[src/rtl/alu_rs.sv]
// alu_rs -- reservation station in front of the ALU.
//
// Buffers decoded ALU micro-ops until both operands are known, wakes waiting
// operands from the common data bus (CDB), and issues the oldest-by-index
// ready op into a registered issue stage that drives the ALU directly.
//
// Ports
//   clk, rst            rising-edge clock, synchronous active-high reset
//   flush               squash every buffered entry and the issue register
//   disp_*              dispatch request: opcode, operand {rdy,val,tag}, dst tag
//   disp_ready          a free entry exists (from current state only)
//   cdb_valid/tag/data  result broadcast used for operand wakeup
//   alu_en              issue register valid, drives the ALU enable
//   alu_ready           ALU/writeback accepts the issued op this cycle
//   alu_A/alu_B         operands to the ALU
//   alu_ctrl            ALUControl opcode (0 add,1 sub,2 and,3 or,4 sra,5 slt,6 srl,7 xor)
//   alu_dst_tag         destination tag travelling with the result
module alu_rs #(
  parameter int BITWIDTH = 32,
  parameter int NENTRIES = 4,
  parameter int TAGWIDTH = 4
) (
  input  logic                clk,
  input  logic                rst,
  input  logic                flush,
  input  logic                disp_valid,
  output logic                disp_ready,
  input  logic [2:0]          disp_op,
  input  logic                disp_a_rdy,
  input  logic                disp_b_rdy,
  input  logic [BITWIDTH-1:0] disp_a_val,
  input  logic [BITWIDTH-1:0] disp_b_val,
  input  logic [TAGWIDTH-1:0] disp_a_tag,
  input  logic [TAGWIDTH-1:0] disp_b_tag,
  input  logic [TAGWIDTH-1:0] disp_dst_tag,
  input  logic                cdb_valid,
  input  logic [TAGWIDTH-1:0] cdb_tag,
  input  logic [BITWIDTH-1:0] cdb_data,
  output logic                alu_en,
  input  logic                alu_ready,
  output logic [BITWIDTH-1:0] alu_A,
  output logic [BITWIDTH-1:0] alu_B,
  output logic [2:0]          alu_ctrl,
  output logic [TAGWIDTH-1:0] alu_dst_tag
);

  localparam int IDXW = (NENTRIES > 1) ? $clog2(NENTRIES) : 1;

  // Entry storage
  logic [NENTRIES-1:0] valid_reg;
  logic [NENTRIES-1:0] a_rdy_reg;
  logic [NENTRIES-1:0] b_rdy_reg;
  logic [2:0]          op_reg    [NENTRIES];
  logic [TAGWIDTH-1:0] dst_reg   [NENTRIES];
  logic [TAGWIDTH-1:0] a_tag_reg [NENTRIES];
  logic [TAGWIDTH-1:0] b_tag_reg [NENTRIES];
  logic [BITWIDTH-1:0] a_val_reg [NENTRIES];
  logic [BITWIDTH-1:0] b_val_reg [NENTRIES];

  // Per-entry control
  logic [NENTRIES-1:0] eligible;
  logic [NENTRIES-1:0] alloc_here;
  logic [NENTRIES-1:0] issue_here;
  logic [NENTRIES-1:0] a_cap;
  logic [NENTRIES-1:0] b_cap;

  logic [IDXW-1:0]     alloc_idx;
  logic [IDXW-1:0]     pick_idx;
  logic                any_free;
  logic                any_elig;
  logic                disp_fire;
  logic                issue_adv;
  logic                issue_fire;

  // Dispatch operands after same-cycle CDB bypass
  logic                a_rdy_in;
  logic                b_rdy_in;
  logic [BITWIDTH-1:0] a_val_in;
  logic [BITWIDTH-1:0] b_val_in;

  assign eligible = valid_reg & a_rdy_reg & b_rdy_reg;
  assign any_free = ~&valid_reg;
  assign any_elig = |eligible;

  // Lowest-index free slot and lowest-index eligible entry; scanning downward
  // lets the lowest matching index overwrite the higher ones.
  always_comb begin
    alloc_idx = '0;
    pick_idx  = '0;
    for (int i = NENTRIES - 1; i >= 0; i--) begin
      if (!valid_reg[i]) alloc_idx = IDXW'(i);
      if (eligible[i])   pick_idx  = IDXW'(i);
    end
  end

  // disp_ready reflects only current occupancy, so an entry issuing this
  // cycle cannot be refilled until the next one.
  assign disp_ready = ~rst & any_free;
  assign disp_fire  = disp_valid & disp_ready;

  // The issue register advances when empty or when the ALU takes its op.
  assign issue_adv  = ~alu_en | alu_ready;
  assign issue_fire = issue_adv & any_elig;

  assign a_rdy_in = disp_a_rdy | (cdb_valid & (cdb_tag == disp_a_tag));
  assign b_rdy_in = disp_b_rdy | (cdb_valid & (cdb_tag == disp_b_tag));
  assign a_val_in = disp_a_rdy ? disp_a_val : cdb_data;
  assign b_val_in = disp_b_rdy ? disp_b_val : cdb_data;

  genvar gi;
  generate
    for (gi = 0; gi < NENTRIES; gi++) begin : g_entry
      assign alloc_here[gi] = disp_fire  & (alloc_idx == IDXW'(gi));
      assign issue_here[gi] = issue_fire & (pick_idx  == IDXW'(gi));
      assign a_cap[gi] = cdb_valid & valid_reg[gi] & ~a_rdy_reg[gi] & (cdb_tag == a_tag_reg[gi]);
      assign b_cap[gi] = cdb_valid & valid_reg[gi] & ~b_rdy_reg[gi] & (cdb_tag == b_tag_reg[gi]);
    end
  endgenerate

  // Entry update. A slot chosen for allocation is invalid, so it can never
  // also be issuing or capturing in the same cycle.
  always_ff @(posedge clk) begin
    for (int i = 0; i < NENTRIES; i++) begin
      if (rst || flush) begin
        valid_reg[i] <= 1'b0;
      end else if (alloc_here[i]) begin
        valid_reg[i] <= 1'b1;
        op_reg[i]    <= disp_op;
        dst_reg[i]   <= disp_dst_tag;
        a_rdy_reg[i] <= a_rdy_in;
        a_val_reg[i] <= a_val_in;
        a_tag_reg[i] <= disp_a_tag;
        b_rdy_reg[i] <= b_rdy_in;
        b_val_reg[i] <= b_val_in;
        b_tag_reg[i] <= disp_b_tag;
      end else begin
        if (issue_here[i]) valid_reg[i] <= 1'b0;
        if (a_cap[i]) begin
          a_rdy_reg[i] <= 1'b1;
          a_val_reg[i] <= cdb_data;
        end
        if (b_cap[i]) begin
          b_rdy_reg[i] <= 1'b1;
          b_val_reg[i] <= cdb_data;
        end
      end
    end
  end

  // Issue register. Flush only drops the valid bit; payload is don't-care
  // while alu_en is low.
  always_ff @(posedge clk) begin
    if (rst) begin
      alu_en      <= 1'b0;
      alu_A       <= '0;
      alu_B       <= '0;
      alu_ctrl    <= '0;
      alu_dst_tag <= '0;
    end else if (flush) begin
      alu_en <= 1'b0;
    end else if (issue_adv) begin
      alu_en <= any_elig;
      if (any_elig) begin
        alu_A       <= a_val_reg[pick_idx];
        alu_B       <= b_val_reg[pick_idx];
        alu_ctrl    <= op_reg[pick_idx];
        alu_dst_tag <= dst_reg[pick_idx];
      end
    end
  end

endmodule

[config.mk]
export PLATFORM = sky130hd
export DESIGN_NAME = alu_rs
export DESIGN_NICKNAME = d
export VERILOG_FILES = /design/src/rtl/alu_rs.sv
export SDC_FILE = /design/constraint.sdc
export NUM_CORES = 1
export LEC_CHECK = 0
export CAP_MARGIN = 20
export CELL_PAD_IN_SITES_DETAIL_PLACEMENT = 1
export CELL_PAD_IN_SITES_GLOBAL_PLACEMENT = 1
export CORE_MARGIN = 3
export CORE_UTILIZATION = 45
export DETAILED_ROUTE_END_ITERATION = 7
export HOLD_SLACK_MARGIN = 0.05
export PLACE_DENSITY = 0.75
export REMOVE_ABC_BUFFERS = 1
export SYNTH_ARGS = -nofsm -noshare
export SYNTH_HDL_FRONTEND = slang
export SYNTH_SLANG_ARGS = --single-unit
[constraint.sdc]
create_clock -name clk -period 9.7 [get_ports clk]
set_clock_uncertainty 0.1 [all_clocks]
set_input_delay 2.91 -clock clk [delete_from_list [all_inputs] [get_ports clk]]
set_output_delay 2.91 -clock clk [all_outputs]
set_load 0.05 [all_outputs]
==> run metrics, run 1 <==
status=finished, final reports clean; Core Region=41,500 um^2; vias in the first global route=14,900; fin cells=2,139; Worst Tran Pin Value=1150 ps; Max-slew headroom=23.3%; Mapped Cells=1,428; # fillers=4,031; CTS Buffer Depth=3; crit path max-delay cell type=clkdlybuf4s50_1; GRT Overall Usage=27.5%; Setup-failing EPs final=0; antenna violations before repair=3; CTS tree=built; Congestion Overflow GR=0; H-tree Lvls=2; most common cell in the netlist=edfxtp_1; Finished Cell Area=23,000 um^2; Fmax=135 MHz; CP max stage delay=880 ps; Starting Density=46.2%; I/O pin count=196; Avg WL per Cell=29.2 um; number of port buffers=195; CP cell instances=buf_4 -> a41oi_1 -> clkdlybuf4s50_1; synth top area cells=edfxtp_1 51%, mux2_1 15%, dfxtp_1 7.9%; Die ar.=45,100 um^2; fraction of registers with async set/reset=0%; Syn Area/Cell=13.4 um^2; CTS clk-pin slew, worst paths=60 ps; top cell type's share of synthesized area=50.8%; predominant post-synthesis flop cell=edfxtp_1; largest net degree at the start of global routing=101; Num CTS Buffers=44; Final Max Slew Viols=0; vias per inst=6.50; Cell Pwr Density=164 nW/um^2; Setup Buffers After CTS=0; Final min period=7430 ps; Setup crit start kind=input pin; # DRC=0; Post-DP Area=21,500 um^2; root buf cell=clkbuf_16; synth cell count leaders=324 x edfxtp_1, 254 x mux2_1, 123 x a21oi_1; drt first pass iters=5; Syn. warnings=0; Reg area=11,300 um^2; Seq/Total Area, Yosys=58.7%; critical path data required time=6690 ps; Layout Nets=1,692; Final Hold Viols=0; post_cts resized=0; RSZ-0062 raised after global routing=false; peak supply drop=108 uV; Die Span Y=212 um; first-pass GRT wire length=92,700 um; Hold Crit Class=reg2reg; post-synthesis cell type count=43; Final Wtd Congestion=0.784; share of cells above drive strength 1=8.11%; antenna-violating nets left=0; die width=212 um; max-cap viol count=0; Post-synth EDFFs=324; biggest area consumer among synthesized cells=edfxtp_1; Rows=74; post-synthesis cell area=19,200 um^2; CP max FO=31; CP Capture Type=output pin; vias after detailed routing=13,900; P_leak=7.26 nW; worst skew pair latency=570 ps; final setup TNS=0 ps; flops & latches, synth=400; period utilization=76.6%; WS Path Type=in2out; WL final=62,400 um; Layout area overhead=19.9%; Placed Cells=2,052; CTS sink cnt=400; CP arrival=4420 ps; Final HPWL DP=35,000 um; initial DRC count=1,144; CTS Hold Buffers Added=0; area of the multi-input gates=7410 um^2
worst max-delay path, delay by kind of cell:
family	cells	cell delay [ps]
buffers and inverters	2	1120
AO/OA/AOI/OAI	1	350
per-stage QoR:
stage          hold slack (ps)  worst slack [ps]  power [mW]  util (%)
2_1_floorplan              384              2950        2.04         -
3_3_place_gp               411              2370        2.18      51.9
3_5_place_dp               422              2300        2.19      52.0
4_1_cts                    429              2280        3.79      55.2
5_1_grt                    454              2260        3.87      55.4
6_report                   422              2270        3.77      55.4
power breakdown:
| group | switching (mW) | internal [mW] |
|---|---|---|
| combinational | 0.155 | 0.122 |
| clock | 0.687 | 0.918 |
| sequential | 0.00806 | 1.88 |
final timing paths:
path                     start    endpoint  slack [ps]  depth (start not counted)
setup / recovery           rst  disp_ready        2270                          3
hold / removal       alu_B[26]   alu_B[26]         420                          2
setup reg to reg  a_rdy_reg[3]   alu_A[23]        6100                          7
hold reg to reg      alu_B[26]   alu_B[26]         420                          2
metal layers:
layer,global-route usage (%),up-vias,wire length (um)
met5,0,-,0
met4,10.7,0,1900
met3,4.34,116,3900
met2,47.6,549,31000
met1,34.9,7211,25600
li1,-,6037,-
cell type report:
cell class | instances | share of cell area [%]
antenna | 4 | 0.0436
timing repair buffer | 231 | 9.86
inverter | 5 | 0.0817
clock inverter | 22 | 0.665
multi-input combinational | 887 | 32.3
clock buffer | 58 | 5.20
tap | 532 | 2.90
sequential | 400 | 49.0
cells in the final DEF (no fill, tap or decap), types with 47 or more instances in the layout:
master           instances
a21oi_1                123
mux2_1                 254
o2bb2ai_1               47
nand4_1                 55
a311oi_1                94
a31oi_1                 49
and4_1                  47
dfxtp_1                 76
nand2_1                 63
clkdlybuf4s50_1        194
edfxtp_1               324
kinds of logic after synthesis:
kind of cell	Yosys count	share of synthesized area [%]
XOR/XNOR	40	1.83
multiplexers	256	15.0
AO/OA/AOI/OAI	360	13.5
flip-flops	400	58.7
AND/OR/NAND/NOR	231	7.28
buffers and inverters	141	3.63
Power figures use the tool's default switching activity.
==> inputs of run 2 (changes only) <==
==> constraint.sdc (replaced) <==
create_clock -name clk -period 7.1 [get_ports clk]
set_clock_uncertainty 0.1 [all_clocks]
set_input_delay 2.13 -clock clk [delete_from_list [all_inputs] [get_ports clk]]
set_output_delay 2.13 -clock clk [all_outputs]
set_load 0.05 [all_outputs]
==> run metrics, run 2 (synthesized netlist as in run 1, its figures left out) <==
CTS sink cnt=400 (unchanged); CP cell instances=buf_4 -> a41oi_1 -> clkdlybuf4s50_1 (unchanged); Final Hold Viols=0 (unchanged); crit path max-delay cell type=clkdlybuf4s50_1 (unchanged); setup ws final=1210 ps (was 2270 ps); WHS Path Cells=2 (unchanged); cell family with most CP delay=buffers and inverters (unchanged); WS Path Type=in2out (unchanged); number of port buffers=195 (unchanged); share of cells above drive strength 1=7.94% (was 8.11%); Hold Crit Class=reg2reg (unchanged); Worst Setup Slack post-DPL=1210 ps (was 2300 ps); CTS clk-pin slew, worst paths=60 ps (about the same); Rows=74 (unchanged); FF-to-FF End=alu_A[19] (was alu_A[23]); CTS tree=built (unchanged); period utilization=82.9%; Final Wtd Congestion=0.799 (was 0.784); first-pass GRT wire length=93,700 um (was 92,700 um); P_leak=7.26 nW (about the same); largest net degree at the start of global routing=100 (was 101); I/O pin count=196 (unchanged); CP max FO=46 (was 31); Congestion Overflow GR=0 (unchanged); H-tree Lvls=2 (unchanged); most frequent cells in the layout=324 x edfxtp_1, 254 x mux2_1, 194 x clkdlybuf4s50_1 (unchanged); Avg WL per Cell=29.8 um (was 29.2 um); drt first pass iters=5 (unchanged); CTS Buffer Depth=3 (unchanged); status=finished, final reports clean (unchanged); Max-slew headroom=22.8% (was 23.3%); # fillers=4,002 (was 4,031); # DRC=0 (unchanged); Final Max Slew Viols=0 (unchanged); Final HPWL DP=35,900 um (was 35,000 um); flop2flop setup slack=3900 ps (was 6100 ps); peak supply drop=142 uV (was 108 uV); Setup Buffers After CTS=0 (unchanged); initial DRC count=1,132 (was 1,144); Core Region=41,500 um^2 (unchanged); die width=212 um (unchanged); crit path buf inv count=2 (unchanged); CP Capture Type=output pin (unchanged); Die ar.=45,100 um^2 (unchanged); CP max stage delay=860 ps (was 880 ps); Register-to-Register Path Depth=6 (was 7); WL final=63,700 um (was 62,400 um); Layout Nets=1,689 (was 1,692); Starting Density=46.2% (unchanged); post_cts resized=0 (unchanged); Die Span Y=212 um (unchanged); worst skew pair latency=570 ps (about the same); Cell Pwr Density=227 nW/um^2 (was 164 nW/um^2); Layout area overhead=20.1% (was 19.9%); Num CTS Buffers=44 (unchanged); commonest non-fill, non-tap cell in the layout=edfxtp_1 (unchanged); critical path data required time=4870 ps (was 6690 ps); Setup-failing EPs final=0 (unchanged); final setup TNS=0 ps (unchanged); vias after detailed routing=14,100 (was 13,900); GRT Overall Usage=27.9% (was 27.5%); Setup crit start kind=input pin (unchanged); antenna-violating nets left=0 (unchanged); max-cap viol count=0 (unchanged); CTS Hold Buffers Added=0 (unchanged); Hold Path End=alu_A[15] (was alu_B[26]); vias in the first global route=15,000 (was 14,900); Worst R2R Start=b_rdy_reg[2] (was a_rdy_reg[3]); root buf cell=clkbuf_16 (unchanged); vias per inst=6.60 (was 6.50); Final min period=5890 ps; antenna violations before repair=3 (unchanged); CP startpoint=rst (unchanged); Worst Tran Pin Value=1160 ps (was 1150 ps); CP arrival=3660 ps (was 4420 ps); Hold Path Origin=alu_A[15] (was alu_B[26]); RSZ-0062 raised after global routing=false (unchanged); Fmax=170 MHz
[run 2: changes by cell type in the layout (fill, tap and decap cells not counted), sizes merged]
cell / previous run / this run
clkinvlp: 0 / 2
clkbuf: 58 / 70
diode: 4 / 3
clkinv: 19 / 6
buf: 37 / 34
inv: 6 / 5
[run 2: stage by stage]
| stage | power (mW) | hold slack [ps] | area, um^2 | utilization [%] | std cells |
|---|---|---|---|---|---|
| 2_1_floorplan | 2.79 | 384 | 18500 | - | 1292 |
| 3_3_place_gp | 2.99 | 413 | 21600 | 52.0 | 2051 |
| 3_5_place_dp | 3.00 | 421 | 21600 | 52.1 | 2052 |
| 4_1_cts | 5.24 | 429 | 23000 | 55.5 | 2132 |
| 5_1_grt | 5.36 | 451 | 23000 | 55.5 | 2134 |
| 6_report | 5.22 | 422 | 23000 | 55.5 | 2135 |
[run 2: metal layers]
| metal | vias up | track usage (%) | wire (um) |
|---|---|---|---|
| li1 | 6040 | - | - |
| met1 | 7329 | 34.8 | 25500 |
| met2 | 573 | 49.2 | 32000 |
| met3 | 140 | 4.53 | 4320 |
| met4 | 0 | 9.84 | 1910 |
| met5 | - | 0 | 0 |
[run 2: worst max-delay path by stage]
stage,end,depth (start not counted)
global placement,disp_ready,3
CTS,disp_ready,3
global route,disp_ready,3
detailed placement,disp_ready,3
floorplan,a_val_reg[0][0],3
finish,disp_ready,3
[run 2: tightest hold or removal path, stage by stage (launching register included)]
cell and delay, ps:
dfxtp_1 310, a21oi_1 110, a311oi_1 60
[run 2: where the power goes]
group | switching, mW | total (mW) | internal [mW] | leakage [nW]
Combinational | 0.215 | 0.383 | 0.167 | 3.03
Sequential | 0.0112 | 2.58 | 2.57 | 3.55
Clock | 0.936 | 2.26 | 1.32 | 0.677
[run 2: final cells by class]
type | count | area [um^2] | share of cell area [%]
antenna | 3 | 7.51 | 0.0326
clock buffer | 70 | 1300 | 5.65
timing repair buffer | 228 | 2250 | 9.80
clock inverter | 10 | 101 | 0.440
sequential | 400 | 11300 | 48.9
inverter | 5 | 18.8 | 0.0816
multi-input combinational | 887 | 7410 | 32.2
tap | 532 | 666 | 2.89
